`src/rtl/result_queue_pkg.sv`:
```
// Shared types for the result queue: FIFO record layout and dispatch FSM states.
`timescale 1ns/1ps
package result_queue_pkg;

  localparam int RQ_W      = 32;
  localparam int RQ_MODE_W = 3;
  localparam logic [7:0] RQ_DROP_MAX = 8'hFF;

  typedef struct packed {
    logic [RQ_MODE_W-1:0] mode;
    logic [RQ_W-1:0]      word_a;
    logic [RQ_W-1:0]      word_b;
  } rq_entry_t;

  typedef enum logic [1:0] {
    RQ_IDLE      = 2'd0,
    RQ_ISSUE     = 2'd1,
    RQ_WAIT_DONE = 2'd2
  } rq_state_t;

endpackage

```
`src/rtl/rq_fifo.sv`:
```
// Record FIFO for result_queue: power-of-2 depth, wrapping pointers, explicit level count.
`timescale 1ns/1ps
module rq_fifo
  import result_queue_pkg::*;
#(
  parameter int DEPTH = 4,
  localparam int PW   = $clog2(DEPTH),
  localparam int LW   = PW + 1
) (
  input  logic          clk,
  input  logic          rst_n,
  input  logic          push_i,
  input  rq_entry_t     push_data_i,
  input  logic          pop_i,
  output rq_entry_t     head_o,
  output logic [LW-1:0] level_o,
  output logic          full_o,
  output logic          empty_o
);

  rq_entry_t       mem_q [DEPTH];
  logic [PW-1:0]   wr_ptr_q, rd_ptr_q;
  logic [LW-1:0]   level_q, level_d;
  logic            push_acc, pop_acc;

  // Full is judged on the pre-edge count, so a push racing a pop of a full FIFO is refused.
  assign full_o   = (level_q == LW'(DEPTH));
  assign empty_o  = (level_q == '0);
  assign push_acc = push_i && !full_o;
  assign pop_acc  = pop_i && !empty_o;

  always_comb begin
    level_d = level_q;
    case ({push_acc, pop_acc})
      2'b10:   level_d = level_q + 1'b1;
      2'b01:   level_d = level_q - 1'b1;
      default: level_d = level_q;
    endcase
  end

  // NOTE: storage is deliberately left unreset; the level count alone decides what is valid.
  always_ff @(posedge clk) begin
    if (push_acc) mem_q[wr_ptr_q] <= push_data_i;
  end

  // NOTE: sequential state uses non-blocking assignments only, so every register samples pre-edge values.
  always_ff @(posedge clk or negedge rst_n) begin
    if (!rst_n) begin
      wr_ptr_q <= '0;
      rd_ptr_q <= '0;
      level_q  <= '0;
    end else begin
      if (push_acc) wr_ptr_q <= wr_ptr_q + 1'b1;
      if (pop_acc)  rd_ptr_q <= rd_ptr_q + 1'b1;
      level_q <= level_d;
    end
  end

  assign head_o  = mem_q[rd_ptr_q];
  assign level_o = level_q;

endmodule

```
`src/rtl/result_queue.sv`:
```
// Buffers {mode, wordA, wordB} results and dispatches them to the nibble loader via start/busy.
// Optional RESULT_QUEUE_STATS_EN: saturating 8-bit counter of rejected pushes on drop_cnt.
`timescale 1ns/1ps
module result_queue
  import result_queue_pkg::*;
#(
  parameter int W     = RQ_W,
  parameter int DEPTH = 4
) (
  input  logic                   clk,
  input  logic                   rst_n,
  input  logic                   ena,
  input  logic                   push_valid,
  input  logic [2:0]             push_mode,
  input  logic [W-1:0]           push_a,
  input  logic [W-1:0]           push_b,
  output logic                   push_ready,
  input  logic                   ld_busy,
  output logic                   ld_start,
  output logic [2:0]             ld_mode,
  output logic [W-1:0]           ld_word_a,
  output logic [W-1:0]           ld_word_b,
  output logic [$clog2(DEPTH):0] level,
  output logic [7:0]             drop_cnt
);

  rq_entry_t push_entry, head;
  rq_entry_t ld_q, ld_d;
  rq_state_t state_q, state_d;
  logic      ld_start_q, ld_start_d;
  logic      pop, full, empty;

  assign push_entry = '{mode: push_mode, word_a: push_a, word_b: push_b};

  rq_fifo #(.DEPTH(DEPTH)) u_fifo (
    .clk         (clk),
    .rst_n       (rst_n),
    .push_i      (push_valid),
    .push_data_i (push_entry),
    .pop_i       (pop),
    .head_o      (head),
    .level_o     (level),
    .full_o      (full),
    .empty_o     (empty)
  );

  assign push_ready = !full;

  // NOTE: defaults first so every path assigns every output and no latch is inferred.
  always_comb begin
    state_d    = state_q;
    ld_start_d = ld_start_q;
    ld_d       = ld_q;
    pop        = 1'b0;
    if (ena) begin
      case (state_q)
        RQ_IDLE: begin
          if (!empty) begin
            ld_d       = head;
            ld_start_d = 1'b1;
            state_d    = RQ_ISSUE;
          end
        end
        RQ_ISSUE: begin
          ld_start_d = 1'b1;
          if (ld_busy) begin
            ld_start_d = 1'b0;
            state_d    = RQ_WAIT_DONE;
          end
        end
        RQ_WAIT_DONE: begin
          // The head leaves the FIFO only once the loader has finished streaming it.
          if (!ld_busy) begin
            pop     = 1'b1;
            state_d = RQ_IDLE;
          end
        end
        default: begin
          ld_start_d = 1'b0;
          state_d    = RQ_IDLE;
        end
      endcase
    end
  end

  always_ff @(posedge clk or negedge rst_n) begin
    if (!rst_n) begin
      state_q    <= RQ_IDLE;
      ld_start_q <= 1'b0;
      ld_q       <= '0;
    end else begin
      state_q    <= state_d;
      ld_start_q <= ld_start_d;
      ld_q       <= ld_d;
    end
  end

  assign ld_start  = ld_start_q;
  assign ld_mode   = ld_q.mode;
  assign ld_word_a = ld_q.word_a;
  assign ld_word_b = ld_q.word_b;

`ifdef RESULT_QUEUE_STATS_EN
  logic [7:0] drop_q;
  logic       rejected;

  assign rejected = push_valid && full;

  always_ff @(posedge clk or negedge rst_n) begin
    if (!rst_n)                                 drop_q <= '0;
    else if (rejected && drop_q != RQ_DROP_MAX) drop_q <= drop_q + 8'd1;
  end

  assign drop_cnt = drop_q;
`else
  assign drop_cnt = '0;
`endif

endmodule

```
`config.mk`:
```
export PLATFORM = sky130hd
export DESIGN_NAME = result_queue
export DESIGN_NICKNAME = d
export VERILOG_FILES = /design/src/rtl/result_queue_pkg.sv /design/src/rtl/rq_fifo.sv /design/src/rtl/result_queue.sv
export SDC_FILE = /design/constraint.sdc
export NUM_CORES = 1
export LEC_CHECK = 0
export CAP_MARGIN = 10
export CORE_MARGIN = 4
export CORE_UTILIZATION = 55
export CTS_CLUSTER_SIZE = 14
export DETAILED_ROUTE_END_ITERATION = 7
export PLACE_DENSITY = 0.79
export SLEW_MARGIN = 5
export SYNTH_ARGS = -nofsm -noshare
export SYNTH_HDL_FRONTEND = slang
export SYNTH_HIERARCHICAL = 1
export SYNTH_SLANG_ARGS = --single-unit
```
`constraint.sdc`:
```
create_clock -name clk -period 4.1 [get_ports clk]
set_input_delay 0.615 -clock clk [delete_from_list [all_inputs] [get_ports clk]]
set_output_delay 0.615 -clock clk [all_outputs]
set_load 0.02 [all_outputs]
```
Word-level counts from Yosys, hierarchy flattened
Memory sizes are Yosys's and may differ from the RTL's. A register that Yosys moved wholly into a read port is not among the register bits. Cells that the tools add are included.

Bits in registers: 10. Memories kept: 1. RAM bits: 268. Output and inout port bits: 80.

Add/subtract/negate cells: 4. Reductions and logical operators: 11. Equal/unequal tests: 8. Bitwise operators: 2. Multiplexer cells: 12.

Memory list: u_fifo.mem_q (words 4, width 67, read ports 1, clocked after memory_dff 1, write ports 1, line rq_fifo.sv:21) `rq_entry_t mem_q [DEPTH];`.

Operators with widths (number): $mux 1 (6); $mux 2 (3); $ne 2x2->1 const B (3); $pmux 2 s3 (1); $pmux 3 s2 (1); $reduce_and 3->1 (2); $add 2x1->2 const B (2); $eq 2x1->1 const B (2); $eq 2x2->1 const B (2); $reduce_and 4->1 (1); $add 3x1->3 const B (1); $eq 3x3->1 const B (1); $logic_not 1->1 (3); $logic_not 3->1 (1); $pmux 1 s3 (1); $sub 3x1->3 const B (1); $logic_and 1x1->1 (2); $logic_not 2->1 (1); $not 1->1 (2); $reduce_bool 2->1 (1).

Longest topological paths before layout
Gate-level depths: netlist (run 1).

Word-level depth: 6. Depth in mapped cells: 9. Gate-level depth less buffers: 9.

By module
Netlist (run 1), hierarchy kept.

Modules (own cells, without submodules): rq_fifo (cells an instance 389, times used 1, area an instance 10097.2 um^2, seq. area each 8222.9 um^2); result_queue (cells an instance 167, times used 1, area an instance 2741.4 um^2, seq. area each 1751.7 um^2).

Worst setup path before layout (run 1)
OpenSTA, ideal clock, no wires.

Kind: reg2reg. Start point: register u_fifo.level_q[2] (netlist: u_fifo/level_o[2]). End point: memory u_fifo/mem_q[0][0] in the netlist's numbering (enable). Arrival time: 2583 ps. Period minus slack after synthesis: 3015 ps. Stages on the path, launching flop included: 4. Setup slack: 1085 ps. Cell sequence: dfrtp_1 > nor3b_1 > nor2b_1 > and2_1.

Longest elaborated chain between the ends: 5.

RTL lines: from (decl) (line rq_fifo.sv:23) `logic [LW-1:0] level_q, level_d;`; from (signal assigned) (line rq_fifo.sv:55) `level_q <= level_d;`; $eq 3x3->1 (line rq_fifo.sv:27) `assign full_o = (level_q == LW'(DEPTH));`; named net full (line result_queue.sv:31) `logic pop, full, empty;`; $logic_not 1->1 (line rq_fifo.sv:29) `assign push_acc = push_i && !full_o;`; $logic_and 1x1->1 (line rq_fifo.sv:29); $mux 1 (line rq_fifo.sv:43) `if (push_acc) mem_q[wr_ptr_q] <= push_data_i;`; $mux 1 (implied by the code) (line rq_fifo.sv:43); to (decl) (line rq_fifo.sv:21).

The timed path passes the listed nets, and every way through them passes these cells.

Final worst setup path (run 1)
Start point: input port ena. End point: register u_fifo.level_q[2] (netlist: u_fifo/level_o[2]).

Longest elaborated chain between the ends: 4. Elaborated cells between the ends (all ways): 6. Classes of those cells: eq/ne: 2; mux: 2; reduce/logical: 2.

RTL lines: from (decl) (line result_queue.sv:12) `input logic ena,`; $mux 1 (*) (line result_queue.sv:55) `if (ena) begin`; named net pop (line result_queue.sv:31); $logic_and 1x1->1 (*) (line rq_fifo.sv:30) `assign pop_acc = pop_i && !empty_o;`; named net u_fifo.pop_acc (line rq_fifo.sv:24) `logic push_acc, pop_acc;`; $eq 2x1->1 / $eq 2x2->1 (equally long branches) (line rq_fifo.sv:34) `case ({push_acc, pop_acc})`; $pmux 3 s2 / $reduce_bool 2->1 (equally long branches).

Mark *: on every way through the listed nets, which the timed path passes. The rest lies on a longest branch. A chain may end at the register's enable or synchronous reset.

==> results of run 1 <==
layout make-up:
cell class	count	area (um^2)	share of cell area, %
Timing Repair Buffer	152	1546	9.850
Multi-Input combinational cell	176	2611	16.63
Sequential cell	345	9982	63.58
Inverter	10	37.54	0.2391
Clock inverter	20	172.7	1.100
Tap cell	313	391.6	2.494
Clock buffer	43	958.4	6.105
how the worst max path moves through the flow:
stage	to	cells past startpoint	slack, ns
finish	u_fifo/level_o[2]$_DFFE_PN0P_	10	1.31
global route	u_fifo/level_o[2]$_DFFE_PN0P_	10	1.16
CTS	u_fifo/level_o[2]$_DFFE_PN0P_	10	1.35
detailed placement	u_fifo/level_o[2]$_DFFE_PN0P_	10	0.92
global placement	u_fifo/level_o[2]$_DFFE_PN0P_	10	0.91
floorplan	u_fifo/mem_q[0][0]$_DFFE_PP_	3	1.08
layout by cell type, fill, tap and decap left out, types with 5 or more instances in the layout:
master                            count
sky130_fd_sc_hd__buf_4                6
sky130_fd_sc_hd__clkbuf_1             5
sky130_fd_sc_hd__clkbuf_16           37
sky130_fd_sc_hd__clkdlybuf4s50_1    142
sky130_fd_sc_hd__clkinv_1             9
sky130_fd_sc_hd__clkinv_2             5
sky130_fd_sc_hd__conb_1               8
sky130_fd_sc_hd__dfrtp_1             75
sky130_fd_sc_hd__edfxtp_1           268
sky130_fd_sc_hd__ha_1                 5
sky130_fd_sc_hd__inv_1               10
sky130_fd_sc_hd__mux2_1              19
sky130_fd_sc_hd__mux2_2              49
sky130_fd_sc_hd__mux4_2              67
registers in the layout, indices dropped and copies added (netlist names):
name	count
u_fifo/mem_q	268
ld_word_a	32
ld_word_b	32
ld_mode	3
u_fifo/level_o	3
state_q	2
u_fifo/rd_ptr_q	2
u_fifo/wr_ptr_q	2
ld_start	1
routing by layer:
layer / up-vias / global-route usage, %
met1: 3042 / 26.62
met5: - / 0
met2: 196 / 30.76
li1: 2560 / -
met4: 0 / 3.645
met3: 30 / 4.619
metrics by stage:
| stage | util (%) | power, W | instances | area, um^2 |
|---|---|---|---|---|
| final | 68.93 | 0.01191 | 1059 | 15700 |
| after CTS | 68.93 | 0.01208 | 1059 | 15700 |
| after global placement | 63.96 | 0.008775 | 996 | 14570 |
| after detailed placement | 63.96 | 0.008933 | 996 | 14570 |
| after global routing | 68.93 | 0.01252 | 1059 | 15700 |
| after floorplan | - | 0.007549 | 563 | 12860 |
power groups by stage:
stage / Sequential (W) / Combinational (W) / Clock (W)
global placement: 0.00538 / 0.00339 / 0
CTS: 0.00541 / 0.00351 / 0.00316
global route: 0.00552 / 0.00366 / 0.00334
finish: 0.00538 / 0.00344 / 0.00309
detailed placement: 0.00546 / 0.00347 / 0
floorplan: 0.00557 / 0.00197 / 0
kinds of logic (layout without fill, tap and decap cells):
group / after synthesis / count (layout) / share of synthesized area, %
other cells: 1 / 8 / 0.02921
flops: 345 / 345 / 77.69
compound gates: 3 / 3 / 0.2144
xor+xnor: 6 / 6 / 0.4094
fa+ha+maj: 6 / 6 / 0.6432
mux: 137 / 137 / 17.87
buf+inv: 42 / 225 / 2.251
simple gates: 16 / 16 / 0.8869
==> results, run 1 <==
- The run finished with clean final reports.
- The die height is 160.8 um.
- Counting both buffers and inverters, the worst setup path holds a total of 3.
- The slowest stage of the critical path is the sky130_fd_sc_hd__clkdlybuf4s50_1 cell.
- The number of antenna violations at the first check in global routing is 0.
- The number of enable-type register cells in the synthesized netlist is 268.
- Detailed placement finished with a half-perimeter wire length of 14,100 um.
- By count the netlist is led by sky130_fd_sc_hd__edfxtp_1, sky130_fd_sc_hd__dfrtp_1, sky130_fd_sc_hd__mux4_2.
- For the worst setup path, the data required time is 4.50 ns.
- The worst slack at placement is 0.9187 ns.
- Entering global routing, the biggest net connects 69 pins.
- The critical path goes through clkdlybuf4s50_1 > inv_1 > nor4_1 > and2_1 > ha_1 > inv_1 > fa_1 > xor2_1 > nor2_1 > xor2_1.
- The core region is 22,780 um^2.
- The power per unit of standard cell area is 758.3 nW/um^2.
- TritonCTS built the clock tree.
- The cell count after synthesis is 556.
- In the routed design, unresolved DRC markers number 0.
- The reported leakage power is between 5 and 6 nW.
- Of all flip-flops after synthesis, the portion carrying an async set or reset was 22.32%.
- Setup violations remaining at the end of the flow were counted as 0.
- The wire length per cell after detailed routing is 22.11 um.
- The sort of element at the start of the critical path is an input pin.
- After routing, the total negative slack on setup checks comes to 0 ns.
- The most used standard cell by instance count after synthesis is sky130_fd_sc_hd__edfxtp_1.
- The longest clock path from root to sink contains 3 buffers.
- Yosys mapped the design onto 30 distinct sky130hd cell types.
- The initial detailed-routing violation count is 468.
- The final number of max-transition violations came to 0.
- The proportion of netlist area held by the largest area contributor is 62.68%.
- The cell family with the largest share of critical-path delay is simple AND/OR/NAND/NOR gates.
- The setup slack of the worst register-to-register path is 1.56 ns.
- The sequential fraction of design power is 45.2%.
- The first detailed-routing pass took 4 iterations.
- The number of gates resized after CTS is 0.
- The minimum clock period is 2.789 ns.
- The capture instance of the worst register-to-register path is u_fifo/level_o[2]$_DFFE_PN0P_.
- The first-pass GRT wire length is 37,750 um.
- Wire segments on met3 add up to ~1600 um in the final route.
- The worst IR drop on VDD is ~0.40 mV.
- The relative area change from synthesis to final layout is 22.29%.
- The initial core utilization is 56.36%.
- The kind of path behind the tightest hold check is input pin to asynchronous set/reset pin.
- Tracing the worst setup path back leads to its startpoint at ena.
- By startpoint and endpoint, the worst setup path is classified as input pin to register.
- The routed design uses around 12,000 um of met2 wire.
- The fmax is 358.5 MHz.
- After synthesis the netlist holds a flip-flop and latch count of between 300 and 400.
- For the worst setup path, the data arrival time is 3.19 ns.
- Buffers added to address setup during post-CTS repair amount to 0.
- The tool flagged a number of max-cap violations equal to 0.
- The combinational share of power is 28.9%.
- Pin placement for this block handled 152 I/O pins.
- The number of failing hold endpoints at the final stage is 0.
- Among all flip-flop cells after synthesis, the most frequent one is sky130_fd_sc_hd__edfxtp_1.
- The mean area per synthesized cell is 23.09 um^2.
- After synthesis the cells add up to 12,840 um^2.
- The repair_antennas step left the layout with diodes totalling 0.
- The post-route worst setup slack is 1.311 ns.
- The clock tree root buffer cell is sky130_fd_sc_hd__clkbuf_16.
- Dividing the final minimum period by the clock period gives 68.04%.
- The clock net in this run drives a total of approximately 350 sinks.
- In this run the tool buffered the top-level ports with 143 buffer cells.
- The count of fill cells added during filler insertion is 1,377.
- The number of vias after detailed routing is between 5,000 and 6,000.
- For this design, the CTS-stage hold fixing added 0 buffers.
- The global placer's final weighted congestion is 0.7086.
- The switching share of total power is roughly 29%.
- In this run the horizontal extent of the chip is between 150 and 200 um.
- Summed over all layers, the routed wires come to around 23,000 um.
- The launching point of the worst reg2reg path is state_q[1]$_DFFE_PN0P_.
- For the worst-skew pair, the clock arrives at the later sink with an insertion delay of roughly 0.50 ns.
- Clock-pin slew was measured on the worst setup and hold paths at 0.06 ns.
- The worst pin sits at a relative slew slack of 33.21%.
- In this run, the clock network consumes between 20% and 30% of the power.
- Setup repair after global routing left no endpoint under its margin.
- The via count of the first global-routing pass is 6,429.
- Of all nets on the critical path, the largest fanout is 6.
- Routed signal wires occupy layers up through met4.
- The number of standard-cell rows in the floorplan is 55.
- The type of element capturing the critical path is a register.
- In the global route stage, overall resource usage came out at 18.83%.
- The met1 routed wirelength after detailed routing is approximately 9800 um.
- The share of the Yosys chip area taken by registers is 77.69%.
- The internal portion of the total power is 0.008487 W.
- The share of final-layout standard cells stronger than drive strength 1 is 24.40%.
- The worst hold slack across all endpoints is 0.1606 ns.
- For this run, the number of Yosys warnings is 6.
- The number of H-tree branching levels is 2.
- On the final layout, the worst clock skew is 0.01891 ns.
- The area of the die is 25,850 um^2.
- The worst stage delay on the critical path is 0.57 ns.
- sky130_fd_sc_hd__edfxtp_1 takes more of the synthesized area than any other cell.
- The number of nets still failing antenna checks after routing is 0.
- The worst reg2reg path depth is 9.
- For the pin with the worst max-slew slack, the measured transition is 1.002 ns.
- At the end of the flow, the number of nets in the layout was 798.
- The net switching component of the power is between 0.003 and 0.004 W.
- The number of buffers created by CTS is 35.
- By area the synthesized netlist is led by sky130_fd_sc_hd__edfxtp_1, sky130_fd_sc_hd__dfrtp_1, sky130_fd_sc_hd__mux4_2.
- The via density per instance is about 5.5.
- The global-route congestion overflow total is 0.
No activity file was read; power rests on OpenSTA's default activity.
==> run 2, diff against run 1 <==
- CORE_UTILIZATION: 55 -> 50
- PLACE_DENSITY: 0.79 -> 0.75
- clock period: 4.1 -> 2.4 ns (I/O delays scaled with it)
==> run 2 against run 1 <==
- utilization shrank 5.7 points
- flip-flop and latch count is the same
- cell count grew 3.2%
- clock skew shrank 0.0096 ns
- wire length grew 4.7%
- register-to-register slack lost 1.4 ns
- non-clock buffer count grew 17
- setup slack lost 1.2 ns
- via count grew 3.6%
- critical path depth is the same
- largest cell class unchanged
- largest power group unchanged
==> results, run 2 (synthesis results as in run 1) <==
- The setup slack of the worst register-to-register path is 0.21 ns (was 1.56 ns).
- The post-placement cell area is 14,840 um^2 (was 14,570 um^2).
- Cell Chain, Critical Path: clkdlybuf4s50_1 > inv_1 > nor4_2 > and2_1 > ha_1 > inv_1 > fa_1 > xor2_1 > nor2_1 > xor2_1 (was clkdlybuf4s50_1 > inv_1 > nor4_1 > and2_1 > ha_1 > inv_1 > fa_1 > xor2_1 > nor2_1 > xor2_1).
- The number of sinks handled by clock tree synthesis came to 345 (unchanged).
- The type of the worst setup path is input pin to register (unchanged).
- Most frequent cells in the layout: sky130_fd_sc_hd__edfxtp_1, sky130_fd_sc_hd__clkdlybuf4s50_1, sky130_fd_sc_hd__dfrtp_1, sky130_fd_sc_hd__mux4_2, sky130_fd_sc_hd__mux2_2 (unchanged).
- Subtracting the final worst setup slack from the clock period gives ~2.3 ns.
- The highest-delay cell along the critical path was sky130_fd_sc_hd__clkdlybuf4s50_1 (unchanged).
- The type of element capturing the critical path is a register (unchanged).
- The worst reg2reg path depth is 9 (unchanged).
- The final setup violation count is 0 (unchanged).
- The kind of path behind the tightest hold check is input pin to asynchronous set/reset pin (unchanged).
- The post-route cell area is 15,970 um^2 (was 15,700 um^2).
- The largest net degree at the start of global routing is 42 (was 69).
- The end point of the critical path is u_fifo/level_o[2]$_DFFE_PN0P_ (unchanged).
- The number of flip-flops under the largest register name is 268 (unchanged).
- The initial detailed-routing violation count came to 495 (was 468).
- The final number of max-transition violations was 0 (unchanged).
- The number of standard-cell rows in the floorplan came to 58 (was 55).
- The die height is 168.2 um (was 160.8 um).
- The clock tree root buffer cell is sky130_fd_sc_hd__clkbuf_16 (unchanged).
- The sort of element at the start of the critical path is an input pin (unchanged).
- The depth of the critical timing path with buffers and inverters included is 10 (unchanged).
- The number of I/O port buffers is 143 (unchanged).
- Timing would allow up to roughly 440 MHz.
- The final cycle utilization of the critical path is 93.81%.
- The initial core utilization is 50.84% (was 56.36%).
- The number of remaining DRC errors is 0 (unchanged).
- The number of nets still failing antenna checks after routing is 0 (unchanged).
- The number of H-tree branching levels came to 2 (unchanged).
- The overall global routing resource usage is 17.63% (was 18.83%).
- The register containing the most flip-flops in the final layout is u_fifo/mem_q (unchanged).
- The first element of the critical path was ena (unchanged).
- The worst slack at placement is -0.4028 ns (was 0.9187 ns).
- The iteration count of the initial detailed-routing pass came to 4 (unchanged).
- The worst clock skew is 0.009340 ns (was 0.01891 ns).
- The first-pass GRT wire length is 38,480 um (was 37,750 um).
- The global placer's final weighted congestion is 0.7068 (was 0.7086).
- The capture instance of the worst register-to-register path was u_fifo/level_o[2]$_DFFE_PN0P_ (unchanged).
- The worst stage delay on the critical path came to 0.53 ns (was 0.57 ns).
- The area of the core region is 25,250 um^2 (was 22,780 um^2).
- The detailed placer's ending HPWL is 14,990 um (was 14,100 um).
- The number of placed I/O pins is 152 (unchanged).
- Setup repair after global routing missed its margin: false (unchanged).
- The relative max-transition margin came to 60.21% (was 33.21%).
- The clock transition at the registers of the reported paths is 0.06 ns (about the same).
- Status: finished clean (unchanged).
- The clock tree buffer depth is 3 (unchanged).
- The global-route congestion overflow total came to 0 (unchanged).
- The via count of the first global-routing pass is 6,609 (was 6,429).
- The relative area change from synthesis to final layout was 24.42% (was 22.29%).
- The number of nets in the layout came to 815 (was 798).
- The number of max-capacitance violations reported is 0 (unchanged).
- The maximum fanout along the worst path is 2 (was 6).
- The share of final-layout standard cells stronger than drive strength 1 is 25.98% (was 24.40%).
- The most common cell after layout, fill and taps aside is sky130_fd_sc_hd__edfxtp_1 (unchanged).
- The slew at the pin closest to its max-slew limit is 0.5968 ns (was 1.002 ns).
- The final total power is 0.02065 W (was 0.01191 W).
- The number of failing hold endpoints at the final stage came to 0 (unchanged).
- The cell family with the largest share of critical-path delay is simple AND/OR/NAND/NOR gates (unchanged).
- The data required time at the worst endpoint was 2.81 ns (was 4.50 ns).
- The clock latency on the worst-skew pair is 0.50 ns (about the same).
- The buffer and inverter count on the worst path came to 3 (unchanged).
- The die extent in x is 168.2 um (was 160.8 um).
- The number of vias after detailed routing is 6,036 (was 5,828).
- The power per unit of standard cell area is 1293 nW/um^2 (was 758.3 nW/um^2).
- The post-route worst setup slack is 0.1484 ns (was 1.311 ns).
- The via density per instance is 5.522 (was 5.503).
- The clock tree from TritonCTS is yes (unchanged).
- The area of the die came to 28,300 um^2 (was 25,850 um^2).
- The worst IR drop on VDD came to 0.7827 mV (was 0.4032 mV).
- The launching point of the worst reg2reg path is state_q[1]$_DFFE_PN0P_ (unchanged).
- The post-detailed-routing wire length was 24,510 um (was 23,420 um).
- The critical path arrival is 2.66 ns (was 3.19 ns).
- The number of antenna violations at the first check in global routing is 1 (was 0).
- The wire length per cell after detailed routing is 22.43 um (was 22.11 um).
- The reported leakage power is 5.520 nW (was 5.400 nW).
- The number of buffers created by CTS is 35 (unchanged).
[run 2: changes by cell type in the layout (fill, tap and decap cells not counted), sizes merged]
cell	previous run	this run
clkinv	15	14
buf	10	26
inv	10	11
clkinvlp	2	0
clkbuf	43	44
dlygate4sd3	0	1
diode	0	1
[run 2: layer usage]
metal,track usage (%),up-vias,share of wire [%],routed length (um)
met5,0,-,0.082,20
li1,-,2598,-,-
met4,3.705,2,1.5,366
met2,28.76,208,50,12160
met1,24.75,3191,42,10280
met3,4.297,37,6.9,1686
[run 2: worst register-to-register path, cell delays in order (launching register included)]
cell and delay, ns:
sky130_fd_sc_hd__dfrtp_1 0.36, sky130_fd_sc_hd__inv_1 0.09, sky130_fd_sc_hd__nor4_2 0.31, sky130_fd_sc_hd__and2_1 0.23, sky130_fd_sc_hd__ha_1 0.17, sky130_fd_sc_hd__inv_1 0.06, sky130_fd_sc_hd__fa_1 0.43, sky130_fd_sc_hd__xor2_1 0.15
sky130_fd_sc_hd__nor2_1 0.11, sky130_fd_sc_hd__xor2_1 0.18
[run 2: area by class of cell]
class,count,area [um^2]
multi-input combinational,176,2623
timing repair buffer,169,1802
fill,1719,9280
sequential,345,9982
clock inverter,18,162.7
clock buffer,44,952.2
tap,330,412.9
antenna,1,2.502
inverter,10,37.54
[run 2: report_power, final]
part / total (W) / internal, W / switching [W]
clock network: 0.00523 / 0.00313 / 0.00210
registers: 0.00894 / 0.00816 / 0.000773
logic: 0.00648 / 0.00342 / 0.00306
total: 0.0207 / 0.0147 / 0.00593
[run 2: per-stage QoR]
stage                     std cells  hold WS (ns)  util [%]  TNS, ns
after floorplan                 563       0.06441         -        0
after global placement         1029        0.3943     58.74  -0.4366
after detailed placement       1029        0.4039     58.74  -0.5649
after CTS                      1092        0.4216     63.20        0
after global routing           1092        0.4378     63.24        0
final                          1093        0.4093     63.25        0
[run 2: what timing repair did]
item,4_1_cts,5_1_grt
endpoints found under the hold margin,36,0
endpoints found under the setup margin,0,2
buffers inserted,0,0
resized for setup,0,2
hold buffers,1,0
[run 2: worst min-delay path by stage]
stage,start,to,slack (ns),cells after the start
floorplan,rst_n,ld_mode[0]$_DFFE_PN0P_,0.06,0
global placement,rst_n,ld_word_b[24]$_DFFE_PN0P_,0.39,1
detailed placement,rst_n,ld_word_b[24]$_DFFE_PN0P_,0.40,1
CTS,rst_n,ld_word_b[24]$_DFFE_PN0P_,0.42,2
global route,rst_n,ld_word_b[24]$_DFFE_PN0P_,0.44,2
finish,rst_n,ld_word_b[24]$_DFFE_PN0P_,0.41,2
==> variant, RTL diff (config.mk and constraints of run 1) <==
Add a define of `RESULT_QUEUE_STATS_EN`.
--- a/src/rtl/result_queue.sv
+++ b/src/rtl/result_queue.sv
@@ -1,6 +1,8 @@
 // Buffers {mode, wordA, wordB} results and dispatches them to the nibble loader via start/busy.
 // Optional RESULT_QUEUE_STATS_EN: saturating 8-bit counter of rejected pushes on drop_cnt.
 `timescale 1ns/1ps
+`define RESULT_QUEUE_STATS_EN
+
 module result_queue
   import result_queue_pkg::*;
 #(
Function: same outputs for any inputs over 4 cycles, from zero or initial values and one cycle with rst_n low; that may be too few to reach the edited logic, so the function may still have changed.
==> variant against run 1 <==
Final area grew 3.8%; total power grew 6.1%; global-route usage shrank 0.11 points; worst hold slack gained 4.8 ps; count of clock-buffer cells in the layout grew 7; sequential cell count grew 8; setup slack gained 190 ps; critical path depth shrank 1; synthesized area grew 3.1%; non-clock buffer count grew 4; wire length grew 3.8%; critical path type unchanged.
==> variant: results <==
group,metric,value,unit
outcome,status,"finished clean",
route,wl,24300,µm
route,drtIter0Drc,497,
setup_path,rr_worst_depth,3,
pwr,p_int,9067,µW
grt,grt_util_met2,31.08,%
setup_path,r2r-start,"u_fifo/rd_ptr_q[0]$_DFFE_PN0P_",
pwr,clock_power,3480,µW
setup_path,critical_path.top_delay_family,"buffers and inverters",
route,met2_length,12350,µm
placement,io_buffer_count,151,
clock_network,clock_latency,520,ps
placement,gp_congestion,0.7098,
grt,grtUsageTotal,18.72,%
setup_path,arrival,3010,ps
logic_synthesis,ys_top_cells_by_area,"edfxtp_1 (61%), dfrtp_1 (16%), mux4_2 (11%)",
grt,grt_pass1_wl,38130,µm
route,num_vias,6180,
setup_path,r2r-end,"ld_word_b[7]$_DFFE_PN0P_",
clock_network,numCtsBuffers,36,
logic_synthesis,synth.distinct_cells,35,
logic_synthesis,synthTopCellsByCount,"edfxtp_1 (268), dfrtp_1 (85), mux4_2 (67), mux2_2 (51), mux2_4 (19)",
grt,grt_pass1_vias,6648,
layout,drive_gt1_share,26.91,%
sta,worstMarginPinSlew,1063,ps
layout,fin_nets,835,
sta,holdWs,165.4,ps
pwr,combPwrFrac,28.5,%
route,m1WireLength,10030,µm
setup_path,rrSetupSlack,1660,ps
logic_synthesis,ys_async_sr_fraction,24.08,%
grt,grtUsageMet1,26.10,%
pwr,peakVddDrop,0.4789,mV
placement,place_hpwl,14660,µm
route,drtPass1Iterations,5,
setup_path,max_stage_delay,600,ps
[variant: changes by cell type in the layout (fill, tap and decap cells not counted), sizes merged, moves of 5 or more]
cell           change
dfrtp              +8
nand2              +5
nor2               +6
clkinv             -9
clkdlybuf4s50      +8
clkbuf             +7
conb               -8
[variant: stage by stage]
step	std cells	power, µW	area [µm²]	setup slack [ps]
finish	1104	12630	16300	1503
global route	1103	13220	16290	1358
CTS	1103	12800	16290	1528
detailed placement	1037	9281	14990	1031
global placement	1037	9126	14990	1214
floorplan	585	7880	13240	1057
[variant: layout make-up]
class / instances / area (µm²)
timing repair buffer: 156 / 1546
tap: 319 / 399.1
fill: 1448 / 7246
antenna: 1 / 2.502
multi-input combinational: 201 / 2836
clock buffer: 50 / 1055
sequential: 353 / 10180
clock inverter: 16 / 245.2
inverter: 8 / 30.03
[variant: cell families after synthesis]
group,share of synthesized area [%]
fa+ha+maj,0.7185
xor+xnor,0.6617
mux,17.97
compound gates,0.7279
simple gates,1.276
buf+inv,1.768
flops,76.88
